**config.mk**
```make
export PLATFORM = sky130hd
export DESIGN_NAME = hs_protocol_monitor
export DESIGN_NICKNAME = d
export VERILOG_FILES = /design/src/rtl/hs_mon_pkg.sv /design/src/rtl/hs_channel_fsm.sv /design/src/rtl/hs_protocol_monitor.sv
export SDC_FILE = /design/constraint.sdc
export NUM_CORES = 1
export LEC_CHECK = 0
export ABC_AREA = 0
export CORE_ASPECT_RATIO = 1.75
export CORE_MARGIN = 5
export CORE_UTILIZATION = 55
export CTS_CLUSTER_DIAMETER = 40
export CTS_CLUSTER_SIZE = 12
export DETAILED_ROUTE_END_ITERATION = 8
export GPL_ROUTABILITY_DRIVEN = 0
export MAX_ROUTING_LAYER = met4
export PLACE_DENSITY_LB_ADDON = 0.3
export SYNTH_ARGS = -nofsm -noshare
export SYNTH_HDL_FRONTEND = slang
export SYNTH_SLANG_ARGS = --single-unit
```
**constraint.sdc**
```tcl
create_clock -name clk -period 4.05 [get_ports clk]
set_input_delay 0.81 -clock clk [delete_from_list [all_inputs] [get_ports clk]]
set_output_delay 0.81 -clock clk [all_outputs]
set_load 0.01 [all_outputs]
```
**src/rtl/hs_mon_pkg.sv**
```systemverilog
// hs_mon_pkg: shared types and helpers for the handshake protocol monitor.
//   hs_state_e    - per-channel 4-phase handshake state
//   ERR_*         - bit positions of the three error classes
//   popcount_sat  - count + popcount(done), saturated to an N-bit all-ones value
package hs_mon_pkg;

    typedef enum logic [1:0] {
        HS_IDLE = 2'd0,
        HS_REQ  = 2'd1,
        HS_ACK  = 2'd2,
        HS_REL  = 2'd3
    } hs_state_e;

    localparam int unsigned ERR_PROTO   = 0;
    localparam int unsigned ERR_TIMEOUT = 1;
    localparam int unsigned ERR_DATA    = 2;

    // Operands are zero-extended to 32 bits by the caller; the extra result
    // bit keeps the unsaturated sum from wrapping before the clamp.
    function automatic logic [32:0] popcount_sat(input logic [31:0]  count,
                                                 input logic [31:0]  done,
                                                 input int unsigned  cnt_w);
        logic [32:0] sum;
        logic [32:0] max_val;
        sum     = {1'b0, count};
        max_val = (33'd1 << cnt_w) - 33'd1;
        for (int unsigned i = 0; i < 32; i++) begin
            sum = sum + {32'd0, done[i]};
        end
        if (sum > max_val) begin
            sum = max_val;
        end
        return sum;
    endfunction

endpackage

```
**src/rtl/hs_channel_fsm.sv**
```systemverilog
// hs_channel_fsm: protocol tracker for one req/ack handshake channel.
//   Inputs : clk, rst_n (async, active low), req, ack, data_valid, data,
//            clr_err (sync clear of sticky flags)
//   Outputs: busy (registered, state != HS_IDLE), err_proto / err_timeout /
//            err_data (sticky, registered), done (combinational pulse on the
//            HS_REL -> HS_IDLE edge, summed by the top level)
// Optional: HS_MON_DEFERRED_ASSERT_EN adds deferred assertions and a cover.
module hs_channel_fsm
    import hs_mon_pkg::*;
#(
    parameter int unsigned DATA_W  = 8,
    parameter int unsigned TIMEOUT = 16
) (
    input  logic              clk,
    input  logic              rst_n,
    input  logic              req,
    input  logic              ack,
    input  logic              data_valid,
    input  logic [DATA_W-1:0] data,
    input  logic              clr_err,
    output logic              busy,
    output logic              err_proto,
    output logic              err_timeout,
    output logic              err_data,
    output logic              done
);

    localparam logic [15:0] TMO = 16'(TIMEOUT);

    hs_state_e         state_q, state_d;
    logic [15:0]       wait_cnt_q, wait_cnt_d;
    logic [DATA_W-1:0] cap_q, cap_d;
    logic              busy_q, busy_d;
    logic [2:0]        err_q, err_d;
    logic [2:0]        err_new;

    always_comb begin
        state_d    = state_q;
        wait_cnt_d = wait_cnt_q;
        cap_d      = cap_q;
        err_new    = '0;
        done       = 1'b0;
        case (state_q)
            HS_IDLE: begin
                if (req && !ack) begin
                    state_d    = HS_REQ;
                    cap_d      = data;
                    wait_cnt_d = '0;
                end else if (ack) begin
                    err_new[ERR_PROTO] = 1'b1;
                    if (req) begin
                        state_d = HS_ACK;
                    end
                end
            end
            HS_REQ: begin
                if (!data_valid || (data != cap_q)) begin
                    err_new[ERR_DATA] = 1'b1;
                end
                if (ack) begin
                    state_d = HS_ACK;
                end else if (!req) begin
                    err_new[ERR_PROTO] = 1'b1;
                    state_d            = HS_IDLE;
                end else if (wait_cnt_q < TMO) begin
                    // Counter stops at TIMEOUT so the flag is raised once.
                    wait_cnt_d = wait_cnt_q + 16'd1;
                    if (wait_cnt_d == TMO) begin
                        err_new[ERR_TIMEOUT] = 1'b1;
                    end
                end
            end
            HS_ACK: begin
                if (!req) begin
                    state_d = HS_REL;
                end else if (!ack) begin
                    err_new[ERR_PROTO] = 1'b1;
                end
            end
            HS_REL: begin
                if (!ack) begin
                    state_d = HS_IDLE;
                    done    = 1'b1;
                end else if (req) begin
                    err_new[ERR_PROTO] = 1'b1;
                end
            end
            default: state_d = HS_IDLE;
        endcase
        busy_d = (state_d != HS_IDLE);
        // A fresh error beats a coincident clear.
        err_d  = err_new | (err_q & {3{~clr_err}});
    end

    always_ff @(posedge clk or negedge rst_n) begin
        if (!rst_n) begin
            state_q    <= HS_IDLE;
            wait_cnt_q <= '0;
            cap_q      <= '0;
            busy_q     <= 1'b0;
            err_q      <= '0;
        end else begin
            state_q    <= state_d;
            wait_cnt_q <= wait_cnt_d;
            cap_q      <= cap_d;
            busy_q     <= busy_d;
            err_q      <= err_d;
        end
    end

    assign busy        = busy_q;
    assign err_proto   = err_q[ERR_PROTO];
    assign err_timeout = err_q[ERR_TIMEOUT];
    assign err_data    = err_q[ERR_DATA];

`ifdef HS_MON_DEFERRED_ASSERT_EN
    always_comb begin
        a_ch_proto:    assert final (err_new == 3'b000);
        a_ch_spurious: assert #0 (!(req && !busy_q && ack));
        c_ch_done:     cover #0 (done);
    end
`else
`endif

endmodule

```
**src/rtl/hs_protocol_monitor.sv**
```systemverilog
// hs_protocol_monitor: multi-channel checker for 4-phase req/ack handshakes.
//   Inputs : clk, rst_n (async, active low), req/ack/data_valid [NUM_CH],
//            data [NUM_CH*DATA_W] (channel i at [i*DATA_W +: DATA_W]), clr_err
//   Outputs: busy, err_proto, err_timeout, err_data [NUM_CH];
//            xfer_count [CNT_W] saturating count of completed handshakes
// Limits : NUM_CH <= 32, CNT_W <= 32, TIMEOUT 1..65535.
// Optional: HS_MON_DEFERRED_ASSERT_EN enables per-channel deferred assertions.
module hs_protocol_monitor
    import hs_mon_pkg::*;
#(
    parameter int unsigned NUM_CH  = 4,
    parameter int unsigned DATA_W  = 8,
    parameter int unsigned TIMEOUT = 16,
    parameter int unsigned CNT_W   = 16
) (
    input  logic                     clk,
    input  logic                     rst_n,
    input  logic [NUM_CH-1:0]        req,
    input  logic [NUM_CH-1:0]        ack,
    input  logic [NUM_CH-1:0]        data_valid,
    input  logic [NUM_CH*DATA_W-1:0] data,
    input  logic                     clr_err,
    output logic [NUM_CH-1:0]        busy,
    output logic [NUM_CH-1:0]        err_proto,
    output logic [NUM_CH-1:0]        err_timeout,
    output logic [NUM_CH-1:0]        err_data,
    output logic [CNT_W-1:0]         xfer_count
);

    logic [NUM_CH-1:0] done;
    logic [CNT_W-1:0]  xfer_count_q, xfer_count_d;

    for (genvar g = 0; g < NUM_CH; g++) begin : g_ch
        hs_channel_fsm #(
            .DATA_W  (DATA_W),
            .TIMEOUT (TIMEOUT)
        ) u_ch (
            .clk         (clk),
            .rst_n       (rst_n),
            .req         (req[g]),
            .ack         (ack[g]),
            .data_valid  (data_valid[g]),
            .data        (data[g*DATA_W +: DATA_W]),
            .clr_err     (clr_err),
            .busy        (busy[g]),
            .err_proto   (err_proto[g]),
            .err_timeout (err_timeout[g]),
            .err_data    (err_data[g]),
            .done        (done[g])
        );
    end

    always_comb begin
        xfer_count_d = CNT_W'(popcount_sat(32'(xfer_count_q), 32'(done), CNT_W));
    end

    always_ff @(posedge clk or negedge rst_n) begin
        if (!rst_n) begin
            xfer_count_q <= '0;
        end else begin
            xfer_count_q <= xfer_count_d;
        end
    end

    assign xfer_count = xfer_count_q;

endmodule

```
==> impl_summary.log <==
[metrics] critical path fanouts, max: 5
[metrics] internal power of the cells: 3.31 mW
[metrics] number of distinct library cell variants in the gate-level netlist after synthesis: 44
[metrics] share of total power consumed by net switching: 30.7%
[metrics] register-to-register setup slack: 1040 ps
[metrics] Final Skew: 8.00 ps
[metrics] path depth of the worst reg2reg path: 9
[metrics] DRC marker count from the first detailed-route iteration: 194
[metrics] minimum clock period after layout: 3420 ps
[metrics] Net Switching: 1.47 mW
[metrics] leakage power: 3.55 nW
[metrics] setup TNS: 0 ps
[metrics] number of flops mapped to enable cells by yosys: 0
[metrics] cell type contributing the most total cell area after synthesis: sky130_fd_sc_hd__dfrtp_1
[metrics] initial antenna violation count: 0
[metrics] Vias: 4,362
[metrics] post-place setup slack: 170 ps
[metrics] number of storage elements in the synthesis netlist: 136
[metrics] Port-buffer cells: 78
[metrics] total setup buffers inserted after CTS: 0
[metrics] vertical extent of the die: 151 um
[metrics] Max Clock Freq: 293 MHz
[metrics] Hold/Removal Path Class: flop to flop
[metrics] post-synthesis cell area: 6270 sq um
[metrics] Sinks on Clock Net: 136
[metrics] sequential fraction of design power: 42.0%
[metrics] multiplexer share of the synthesized area: 7.06%
[metrics] max-cap viol count: 0
[metrics] GR Util All Layers: 20.5%
[metrics] top cells by area, synth: sky130_fd_sc_hd__dfrtp_1 54%, sky130_fd_sc_hd__mux2_2 6.1%, sky130_fd_sc_hd__xor2_1 4.6%, sky130_fd_sc_hd__nor2b_1 3.3%, sky130_fd_sc_hd__ha_1 2.6%
[metrics] power per standard cell area: 624 nW/um^2
[metrics] Tcrit/Tclk final: 84.4%
[metrics] Post-Layout Inst Area: 7650 sq um
[metrics] xor and xnor fraction of the mapped netlist area: 5.72%
[metrics] share of synthesized area occupied by flip-flops and latches: 54.2%
[metrics] Logic pwr share: 24.5%
[metrics] Critical Path Start Type: input pin
[metrics] P&R area growth vs syn: 22.0%
[metrics] Rel. slew slack: 32.5%
[metrics] number of global-route vias before repair: 4,652
[metrics] final setup vio count: 0
[metrics] ANT nets after route: 0
[metrics] largest net degree at the start of global routing: 81
[metrics] die outline area: 13,700 sq um
[metrics] combinational family with the most area after synthesis: simple AND/OR/NAND/NOR gates
[metrics] Layout Nets: 693
[metrics] Synth Instances: 559
[metrics] global-route wire length before repair: 21,600 um
[metrics] transition time of the tightest slew-check pin: 1010 ps
[metrics] GRT overflow: 0
[metrics] antenna cells: 0
[metrics] worst endpoint required time: 4360 ps
[metrics] buffer type at the clock tree root: sky130_fd_sc_hd__clkbuf_16
[metrics] post-layout util: 68.5%
[metrics] beginning of the worst register-to-register path: g_ch[0].u_ch.state_q[0]$_DFF_PN0_
[metrics] predominant post-synthesis flop cell: sky130_fd_sc_hd__dfrtp_1
[metrics] area share of fa/ha/maj cells after synthesis: 3.55%
[metrics] per-cell routed wire length: 16.6 um
[metrics] insertion delay to the later sink of the worst-skew pair: 420 ps
[metrics] Core Box Area: 11,200 sq um
[metrics] Hold Violations, Final: 0
[metrics] launch instance of the worst min-delay path: g_ch[3].u_ch.err_q[1]$_DFF_PN0_
[metrics] fraction of final layout cells with drive strength greater than 1: 13.4%
[metrics] Placed Instance Area: 7040 sq um
[metrics] most numerous cell in the Yosys netlist: sky130_fd_sc_hd__dfrtp_1
[metrics] Remaining DRCs: 0
[metrics] number of instances on the worst hold path: 1
[metrics] Commonest cells post-synth: 136 x sky130_fd_sc_hd__dfrtp_1, 41 x sky130_fd_sc_hd__inv_1, 34 x sky130_fd_sc_hd__mux2_2, 34 x sky130_fd_sc_hd__nand2_1
[metrics] quantity of gates resized following cts: 0
[metrics] max-slew violation count: 0
[metrics] Critical R2R Capture: xfer_count[15]$_DFF_PN0_
[metrics] length of the first detailed-routing pass in iterations: 7
[metrics] Hold EP: g_ch[3].u_ch.err_q[1]$_DFF_PN0_
[metrics] share of synthesized flip-flops with an asynchronous set or reset: 100%
[metrics] number of H-tree levels: 4
[metrics] Mapped Avg Cell Area: 11.2 sq um
[metrics] area share of and/or/nand/nor cells after synthesis: 16.1%
[metrics] number of top-level pins: 79
[metrics] peak supply drop: 0.000513 V
[metrics] synthesized netlist net count: 622
[metrics] nature of the critical path endpoint: flop
[metrics] synthesis warning total: 0
[metrics] die width: 90.7 um
[metrics] maximum count of clock buffers along a single path: 2
[metrics] Final Routed Wirelength: 12,800 um
[metrics] arrival time reported for the critical path endpoint: 3720 ps
[metrics] worst path setup slack after routing: 633 ps
[metrics] clock network power share: 33.5%
[metrics] total of hold buffers inserted after clock tree synthesis: 0
[metrics] unrepaired setup endpoints after global routing: false
[metrics] critical path class: input pin to flop
[metrics] run status: complete, no violations
[metrics] row cnt: 51
[metrics] fraction of post-synthesis cell area in the top cell type by area: 54.2%
[metrics] initial core utilization: 56.2%
[metrics] detailed placement HPWL: 8840 um
[metrics] clock buffer count from CTS: 17
[metrics] compound-gate portion of the synthesized area: 7.62%
[metrics] Clock transition at path regs: 60 ps
[metrics] detailed-route vias per instance: 5.63
[metrics] clock tree from TritonCTS: done
power by group through the flow:
stage	Sequential, mW	Clock [mW]	Combinational [mW]
4_1_cts	2.01	1.63	1.19
2_1_floorplan	1.95	0	0.854
3_3_place_gp	2.00	0	1.11
5_1_grt	2.05	1.69	1.30
6_report	2.01	1.60	1.17
3_5_place_dp	2.02	0	1.17
critical path, cell delays in order:
cell	delay, ps
sky130_fd_sc_hd__clkdlybuf4s50_1	520
sky130_fd_sc_hd__inv_1	110
sky130_fd_sc_hd__ha_1	200
sky130_fd_sc_hd__inv_1	110
sky130_fd_sc_hd__fa_1	450
sky130_fd_sc_hd__fa_1	460
sky130_fd_sc_hd__nand2b_1	210
sky130_fd_sc_hd__a211oi_2	400
sky130_fd_sc_hd__nand4_1	160
sky130_fd_sc_hd__mux2_2	290
final cells by class:
class | count | area, sq um
Inverter | 41 | 154
Fill cell | 818 | 3510
Sequential cell | 136 | 3400
Clock inverter | 15 | 191
Timing Repair Buffer | 80 | 806
Multi-Input combinational cell | 354 | 2510
Clock buffer | 17 | 425
Tap cell | 132 | 165
worst max-delay path by stage:
stage | depth (start not counted) | start | end
after global placement | 10 | ack[0] | xfer_count[15]$_DFF_PN0_
after CTS | 10 | ack[0] | xfer_count[15]$_DFF_PN0_
after floorplan | 12 | ack[0] | xfer_count[0]$_DFF_PN0_
after detailed placement | 10 | ack[0] | xfer_count[15]$_DFF_PN0_
after global routing | 13 | ack[0] | xfer_count[14]$_DFF_PN0_
final | 10 | ack[0] | xfer_count[15]$_DFF_PN0_
stage by stage:
step	power [mW]	cells	hold slack, ps
5_1_grt	5.05	775	504
6_report	4.78	775	485
4_1_cts	4.82	775	490
2_1_floorplan	2.80	559	454
3_5_place_dp	3.19	743	471
3_3_place_gp	3.11	743	470
registers in the layout, indices dropped and copies added, names as in the netlist:
register              count
g_ch.u_ch.cap_q          32
g_ch.u_ch.wait_cnt_q     64
g_ch.u_ch.state_q         8
xfer_count               16
g_ch.u_ch.busy            4
g_ch.u_ch.err_q          12
kinds of logic (layout without fill, tap and decap cells):
logic type | after synthesis | count (layout)
AOI/OAI and AO/OA | 76 | 76
adders and majority gates | 16 | 16
and+or+nand+nor | 181 | 181
muxes | 40 | 40
xor gates and xnor gates | 41 | 41
DFF | 136 | 136
buffers and inverters | 69 | 153
layer usage:
metal,wire (um),vias up,track usage [%],share of wire (%)
li1,-,2046,-,-
met3,550,23,4.67,4.3
met5,0,-,-,0
met1,5050,2167,22.7,39
met4,295,0,8.72,2.3
met2,6950,126,35.4,54
cells in the final DEF, fill, tap and decap left out, types with 6 or more instances in the layout:
cell / netlist / final
sky130_fd_sc_hd__xnor2_1: 8 / 8
sky130_fd_sc_hd__nand3_1: 19 / 19
sky130_fd_sc_hd__and2_1: 15 / 15
sky130_fd_sc_hd__mux2_2: 34 / 34
sky130_fd_sc_hd__clkbuf_16: 0 / 17
sky130_fd_sc_hd__nor2b_1: 33 / 33
sky130_fd_sc_hd__nor4_1: 13 / 13
sky130_fd_sc_hd__clkdlybuf4s50_1: 0 / 77
sky130_fd_sc_hd__nor3_1: 9 / 9
sky130_fd_sc_hd__dfrtp_1: 136 / 136
sky130_fd_sc_hd__o21ai_0: 21 / 21
sky130_fd_sc_hd__mux2i_1: 6 / 6
sky130_fd_sc_hd__ha_1: 13 / 13
sky130_fd_sc_hd__nand2_1: 34 / 34
sky130_fd_sc_hd__nor2_1: 17 / 17
sky130_fd_sc_hd__nand4_1: 10 / 10
sky130_fd_sc_hd__inv_1: 41 / 41
sky130_fd_sc_hd__or2_2: 7 / 7
sky130_fd_sc_hd__a21oi_1: 21 / 21
sky130_fd_sc_hd__xor2_1: 33 / 33
(Power assumes the default switching activity.)
